===== src/rtl/lfsr_victim_arbiter_pkg.sv =====
// Shared definitions for the LFSR victim arbiter: LFSR geometry, reset seed,
// feedback taps, FSM state encoding and the single-step function.
package lfsr_victim_arbiter_pkg;

  localparam int LFSR_W = 16;
  localparam logic [LFSR_W-1:0] LFSR_RST = 16'hACE1;

  // Fibonacci taps 16/14/13/11 expressed as zero-based bit positions
  localparam int TAP_0 = 15;
  localparam int TAP_1 = 13;
  localparam int TAP_2 = 12;
  localparam int TAP_3 = 10;

  typedef enum logic {
    WARM = 1'b0,
    RUN  = 1'b1
  } arb_state_e;

  function automatic logic [LFSR_W-1:0] lfsr_next(input logic [LFSR_W-1:0] s);
    return {s[LFSR_W-2:0], s[TAP_0] ^ s[TAP_1] ^ s[TAP_2] ^ s[TAP_3]};
  endfunction

endpackage


===== src/rtl/lfsr_victim_arbiter_lfsr16_core.sv =====
// 16-bit Fibonacci LFSR register with synchronous load (priority) and step.
module lfsr16_core
  import lfsr_victim_arbiter_pkg::*;
(
  input  logic              i_clk,
  input  logic              i_rst,
  input  logic              i_step,
  input  logic              i_load,
  input  logic [LFSR_W-1:0] i_load_val,
  output logic [LFSR_W-1:0] o_state
);

  logic [LFSR_W-1:0] r_state;

  always_ff @(posedge i_clk or posedge i_rst) begin
    if (i_rst) begin
      r_state <= LFSR_RST;
    end else if (i_load) begin
      r_state <= i_load_val;
    end else if (i_step) begin
      r_state <= lfsr_next(r_state);
    end
  end

  assign o_state = r_state;

endmodule


===== src/rtl/lfsr_victim_arbiter.sv =====
// Round-robin arbiter handing out values from a shared LFSR; a warm-up phase
// after reset or reseed runs the LFSR before the first grant is allowed.
module lfsr_victim_arbiter
  import lfsr_victim_arbiter_pkg::*;
#(
  parameter int N_REQ    = 4,
  parameter int WAY_BITS = 3,
  parameter int WARMUP   = 16
) (
  input  logic                clock_i,
  input  logic                reset_i,
  input  logic [13:0]         seed_i,
  input  logic                reseed_i,
  input  logic [N_REQ-1:0]    req_i,
  output logic [N_REQ-1:0]    ack_o,
  output logic [LFSR_W-1:0]   rand_o,
  output logic [WAY_BITS-1:0] victim_o,
  output logic                ready_o
);

  localparam int PTR_W = $clog2(N_REQ);

  arb_state_e        r_state, w_state_nxt;
  logic [7:0]        r_cnt, w_cnt_nxt;
  logic              r_ready, w_ready_nxt;
  logic [PTR_W-1:0]  r_rr_ptr, w_grant_idx;
  logic [N_REQ-1:0]  r_ack, w_elig, w_ack_nxt;
  logic [LFSR_W-1:0] r_rand, w_lfsr, w_seed_val;
  logic              w_grant_vld, w_step;
  int                w_cand;

  // An all-zero seed would lock the LFSR, so it falls back to the reset state
  assign w_seed_val = (seed_i == 14'd0) ? LFSR_RST : {seed_i[1:0], seed_i};
  assign w_step     = (r_state == WARM) || w_grant_vld;

  lfsr16_core u_lfsr (
    .i_clk      (clock_i),
    .i_rst      (reset_i),
    .i_step     (w_step),
    .i_load     (reseed_i),
    .i_load_val (w_seed_val),
    .o_state    (w_lfsr)
  );

  always_ff @(posedge clock_i or posedge reset_i) begin
    if (reset_i) begin
      r_state <= WARM;
      r_cnt   <= '0;
      r_ready <= 1'b0;
    end else begin
      r_state <= w_state_nxt;
      r_cnt   <= w_cnt_nxt;
      r_ready <= w_ready_nxt;
    end
  end

  always_comb begin
    w_state_nxt = r_state;
    w_cnt_nxt   = r_cnt;
    w_ready_nxt = r_ready;
    if (reseed_i) begin
      w_state_nxt = WARM;
      w_cnt_nxt   = '0;
      w_ready_nxt = 1'b0;
    end else if (r_state == WARM) begin
      w_cnt_nxt = r_cnt + 8'd1;
      if (r_cnt == 8'(WARMUP - 1)) begin
        w_state_nxt = RUN;
        w_ready_nxt = 1'b1;
      end
    end
  end

  // A requester acked this cycle sits out the decision made this cycle
  assign w_elig = (r_state == RUN && !reseed_i) ? (req_i & ~r_ack) : '0;

  always_comb begin
    w_grant_vld = 1'b0;
    w_grant_idx = '0;
    w_cand      = 0;
    for (int i = 0; i < N_REQ; i++) begin
      w_cand = int'(r_rr_ptr) + i;
      if (w_cand >= N_REQ) begin
        w_cand = w_cand - N_REQ;
      end
      if (!w_grant_vld && w_elig[w_cand[PTR_W-1:0]]) begin
        w_grant_vld = 1'b1;
        w_grant_idx = w_cand[PTR_W-1:0];
      end
    end
  end

  assign w_ack_nxt = w_grant_vld ? (N_REQ'(1) << w_grant_idx) : '0;

  always_ff @(posedge clock_i or posedge reset_i) begin
    if (reset_i) begin
      r_ack    <= '0;
      r_rand   <= '0;
      r_rr_ptr <= '0;
    end else begin
      r_ack <= w_ack_nxt;
      if (w_grant_vld) begin
        r_rand   <= w_lfsr;
        r_rr_ptr <= (w_grant_idx == PTR_W'(N_REQ - 1)) ? '0 : w_grant_idx + 1'b1;
      end
    end
  end

  assign ack_o    = r_ack;
  assign rand_o   = r_rand;
  assign victim_o = r_rand[WAY_BITS-1:0];
  assign ready_o  = r_ready;

endmodule


===== config.mk =====
export PLATFORM = sky130hd
export DESIGN_NAME = lfsr_victim_arbiter
export DESIGN_NICKNAME = d
export VERILOG_FILES = /design/src/rtl/lfsr_victim_arbiter_pkg.sv /design/src/rtl/lfsr_victim_arbiter_lfsr16_core.sv /design/src/rtl/lfsr_victim_arbiter.sv
export SDC_FILE = /design/constraint.sdc
export NUM_CORES = 1
export LEC_CHECK = 0
export CORE_MARGIN = 4
export CORE_UTILIZATION = 58
export CTS_BUF_LIST = sky130_fd_sc_hd__clkbuf_2
export DETAILED_ROUTE_END_ITERATION = 6
export HOLD_SLACK_MARGIN = 0.06
export PLACE_DENSITY = 0.87
export SETUP_SLACK_MARGIN = 0.2
export SLEW_MARGIN = 20
export SYNTH_ARGS = -nofsm -noshare
export SYNTH_HDL_FRONTEND = slang
export SYNTH_HIERARCHICAL = 1
export SYNTH_SLANG_ARGS = --single-unit

===== constraint.sdc =====
create_clock -name clock_i -period 4.31 [get_ports clock_i]
set_input_delay 0.862 -clock clock_i [delete_from_list [all_inputs] [get_ports clock_i]]
set_output_delay 0.862 -clock clock_i [all_outputs]
set_load 0.05 [all_outputs]

==> impl_summary.txt <==
----------------------------------------------------
[Outcome]
  Result of the run ... completed

[Die]
  Initial Util ... 60.75%
  Die height ... 73.19 µm
  Die ar. ... 5357 µm²
  Die Wd ... 73.19 µm
  Floorplan Core Area ... 4058 µm²
  Site row count ... 23
  Boundary Pins ... 45

[Cells and area]
  Share of post-route cells with drive strength above 1 ... 15.94%
  Post-layout net count ... 276
  N_diodes ... 0
  Area growth from synthesis to final layout ... 17.21%
  Multi-input gate area in the final layout ... 1099 µm²
  Area used by sequential logic in the layout ... 1211 µm²
  Filler cell count ... 300

[Logic synthesis]
  Leading register cell type out of synthesis ... dfrtp_1
  Netlist area before placement ... 2465 µm²
  Mapped Avg Cell Area ... 11.36 µm²
  Compound-cell area share of the yosys netlist ... 9.898%
  Seq/Total Area, Yosys ... 49.14%
  Count of flip-flops with a built-in enable after synthesis ... 0
  Synthesis-stage register bit count ... 48
  Biggest area consumer among synthesized cells ... dfrtp_1
  Synth Area in Simple Gates ... 15.43%
  Largest cells by area after synthesis ... dfrtp_1 (41%), dfstp_2 (8.5%), mux2_2 (7.8%), mux2i_1 (6.5%), o21ai_1 (3.2%)
  Area share of the largest cell type after synthesis ... 40.61%
  Synth cell types ... 44
  Adder and majority cell fraction of the synthesized area ... 2.538%
  Ranking of synthesized cells by instance count ... dfrtp_1 (40), nand2_1 (18), mux2_2 (17)
  Leading cell type by number of instances after synthesis ... dfrtp_1
  Async set-or-reset flop fraction in the synthesized netlist ... 100.0%
  Net Count, Synth ... 243
  Warnings from Yosys ... 6
  Mux cell area share after synthesis ... 14.26%
  Main combinational cell family by area after synthesis ... simple AND/OR/NAND/NOR gates
  Fraction of synthesized cell area in xor and xnor cells ... 2.437%
  Cell count after synthesis ... 217

[Clocking]
  CTS HTree Levels ... 2
  Clock transition at the registers of the reported paths ... 0.22 ns
  Number of buffers inserted to repair setup after CTS ... 0
  Count of hold buffers inserted by post-cts repair ... 0
  Largest buffer count on any clock path ... 2
  Number of gates resized after CTS ... 0
  TritonCTS Buffers ... 5
  Cell at the root of the clock tree ... clkbuf_2
  Clock sink total ... 48
  Clock tree from TritonCTS ... built
  Worst skew pair latency ... 0.41 ns

[Run]
  Number of maximum-capacitance violations ... 0

[Setup path]
  Slowest cell delay on critical path ... 0.59 ns
  Class of the most critical setup path ... in -> reg
  Required time of the worst setup path ... 4.67 ns
  Critical path, cell by cell ... clkdlybuf4s50_1 -> and4bb_1 -> a2111oi_4 -> nand2_1 -> nor3b_2 -> a21oi_1 -> o21ai_1
  Type of element capturing the critical path ... register
  Critical R2R Launch ... r_state$_DFF_PP0_
  CP startpoint ... reseed_i
  Startpoint type of the worst setup path ... input port
  Slowest CP cell ... nand2_1
  Largest fanout on the critical path ... 17
  Critical path data arrival time ... 3.06 ns

[Route]
  Overall routed net length ... 4502 µm
  Routed len/inst ... 14.96 µm
  Violation count after the first detailed-routing iteration ... 132
  Post-route DRC ... 0
  DRT Pass-1 Iters ... 4
  Total number of vias ... 1691
  Routed vias/inst ... 5.618
  Number of nets with antenna violations after detailed routing ... 0

[Place]
  Routability Congestion ... 0.8176
  Count of buffers from port buffering ... 44
  Worst setup timing slack at the placement stage ... 1.164 ns
  HPWL Detailed ... 3317 µm

[STA]
  Post-route clock period utilization ... 62.60%
  Maximum operating frequency ... 370.6 MHz
  Worst-case clock skew ... 0.01565 ns
  Max-slew headroom ... 40.50%
  Transition at the pin with the smallest max-transition slack ... 0.8903 ns
  Final number of hold-violating endpoints ... 0
  Sum of negative setup slack ... 0 ns
  Minimum clock period ... 2.698 ns
  Setup violation total in the final timing report ... 0
  Post-route worst setup slack ... 1.612 ns
  Number of slew-limit violations in the final report ... 0
  RSZ-0062 raised after global routing ... false

[Hold path]
  Beginning of the worst hold path ... rand_o[15]$_DFFE_PP0P_
  Class of the most critical hold timing path ... reg -> reg

[Global routing]
  Number of global-route vias before repair ... 1721
  Global-route wire length before repair ... 7886 µm
  Tot GR Track Use ... 19.08%
  Overflow left after global routing ... 0
  Number of antenna violations at the first check in global routing ... 0
  Pin count of the biggest net entering global routing ... 45

[Pwr]
  Part of the total power dissipated in combinational logic ... 27.0%
  Sequential share of power ... 55.0%
  IR Drop Worst-Case VDD ... 0.2322 mV
  Clock power share ... 18.0%
  Pwr dens ... 336.1 nW/µm²
  Power dissipated by switching net loads ... 0.3214 mW
  Switching share of power ... 33.10%
  Cell internal power dissipation ... 0.6495 mW
  Post-route total power ... 0.9710 mW
  Pleak ... 1.336 nW

----------------------------------------------------
==> metal layers <==
layer | routed length [µm] | track usage [%] | vias to the layer above
li1 | - | - | 825
met1 | 1973 | 24.84 | 824
met2 | 2278 | 31.28 | 31
met3 | 131 | 3.306 | 11
met4 | 119 | 7.992 | 0
met5 | 0 | 0 | -
==> critical path, delay by kind of cell <==
| kind | cells | cell delay [ns] |
|---|---|---|
| buffers and inverters | 1 | 0.53 |
| AO/OA/AOI/OAI | 3 | 0.47 |
| AND/OR/NAND/NOR | 3 | 1.20 |
==> power by group through the flow <==
stage | Combinational [mW] | Sequential (mW) | Clock (mW)
2_1_floorplan | 0.102 | 0.615 | 0
5_1_grt | 0.280 | 0.542 | 0.203
6_report | 0.262 | 0.534 | 0.175
4_1_cts | 0.265 | 0.535 | 0.183
3_5_place_dp | 0.264 | 0.542 | 0
3_3_place_gp | 0.260 | 0.540 | 0
==> area by class of cell <==
class / count / area share [%]
Clock buffer: 7 / 1.213
Inverter: 4 / 0.5197
Clock inverter: 1 / 0.1299
Multi-Input combinational cell: 144 / 38.03
Timing Repair Buffer: 47 / 16.02
Tap cell: 50 / 2.165
Sequential cell: 48 / 41.92
==> through the flow <==
step	hold WS [ns]	utilization (%)	instance area [µm²]	cells
2_1_floorplan	0.5023	-	2465	217
3_3_place_gp	0.4878	70.24	2850	293
3_5_place_dp	0.4930	70.24	2850	293
4_1_cts	0.5376	71.20	2889	301
5_1_grt	0.5654	71.20	2889	301
6_report	0.5288	71.20	2889	301
==> kinds of logic (layout without fill, tap and decap cells) <==
family	after synthesis	count (layout)
mux	33	33
buf+inv	25	59
flops	48	48
xor+xnor	6	6
compound gates	37	37
simple gates	63	63
fa+ha+maj	5	5
==> registers in the layout, indices dropped and copies added (netlist names) <==
| name | count |
|---|---|
| u_lfsr/o_state | 16 |
| ack_o | 4 |
| r_state | 1 |
| rand_o | 16 |
| r_rr_ptr | 2 |
| r_cnt | 8 |
| ready_o | 1 |
==> worst paths after layout <==
| path | endpoint | slack (ns) | depth (start not counted) |
|---|---|---|---|
| min in group asynchronous | rand_o[4]$_DFFE_PP0P_ | 0.80 | 2 |
| setup / recovery | u_lfsr/o_state[0]$_DFFE_PP1P_ | 1.61 | 7 |
| hold reg to reg | rand_o[15]$_DFFE_PP0P_ | 0.53 | 1 |
| setup reg to reg | u_lfsr/o_state[9]$_DFFE_PP0P_ | 1.89 | 5 |
| max in group asynchronous | r_state$_DFF_PP0_ | 2.84 | 3 |
| hold / removal | rand_o[15]$_DFFE_PP0P_ | 0.53 | 1 |
==> cell usage in the layout (no fill, tap or decap), types with 2 or more instances in the layout <==
master           Yosys  layout
nand2b_1            11      11
xnor2_1              2       2
o22ai_1              2       2
clkbuf_2             0       7
nor2b_1              7       7
a2bb2oi_1            2       2
nand3_1              2       2
mux2i_1             16      16
ha_1                 5       5
xor2_1               3       3
dfrtp_1             40      40
dfstp_2              8       8
inv_1                4       4
o31ai_1              3       3
mux2_2              17      17
o211ai_1             2       2
or3_1                2       2
nor2_1               6       6
nor4_1               3       3
o21ai_1             16      16
nand4_1              2       2
buf_4                3       3
a21oi_1              6       6
clkdlybuf4s50_1      0      44
or4_1                4       4
nand2_1             18      18
Note: power is estimated with default switching activity, not from simulation.
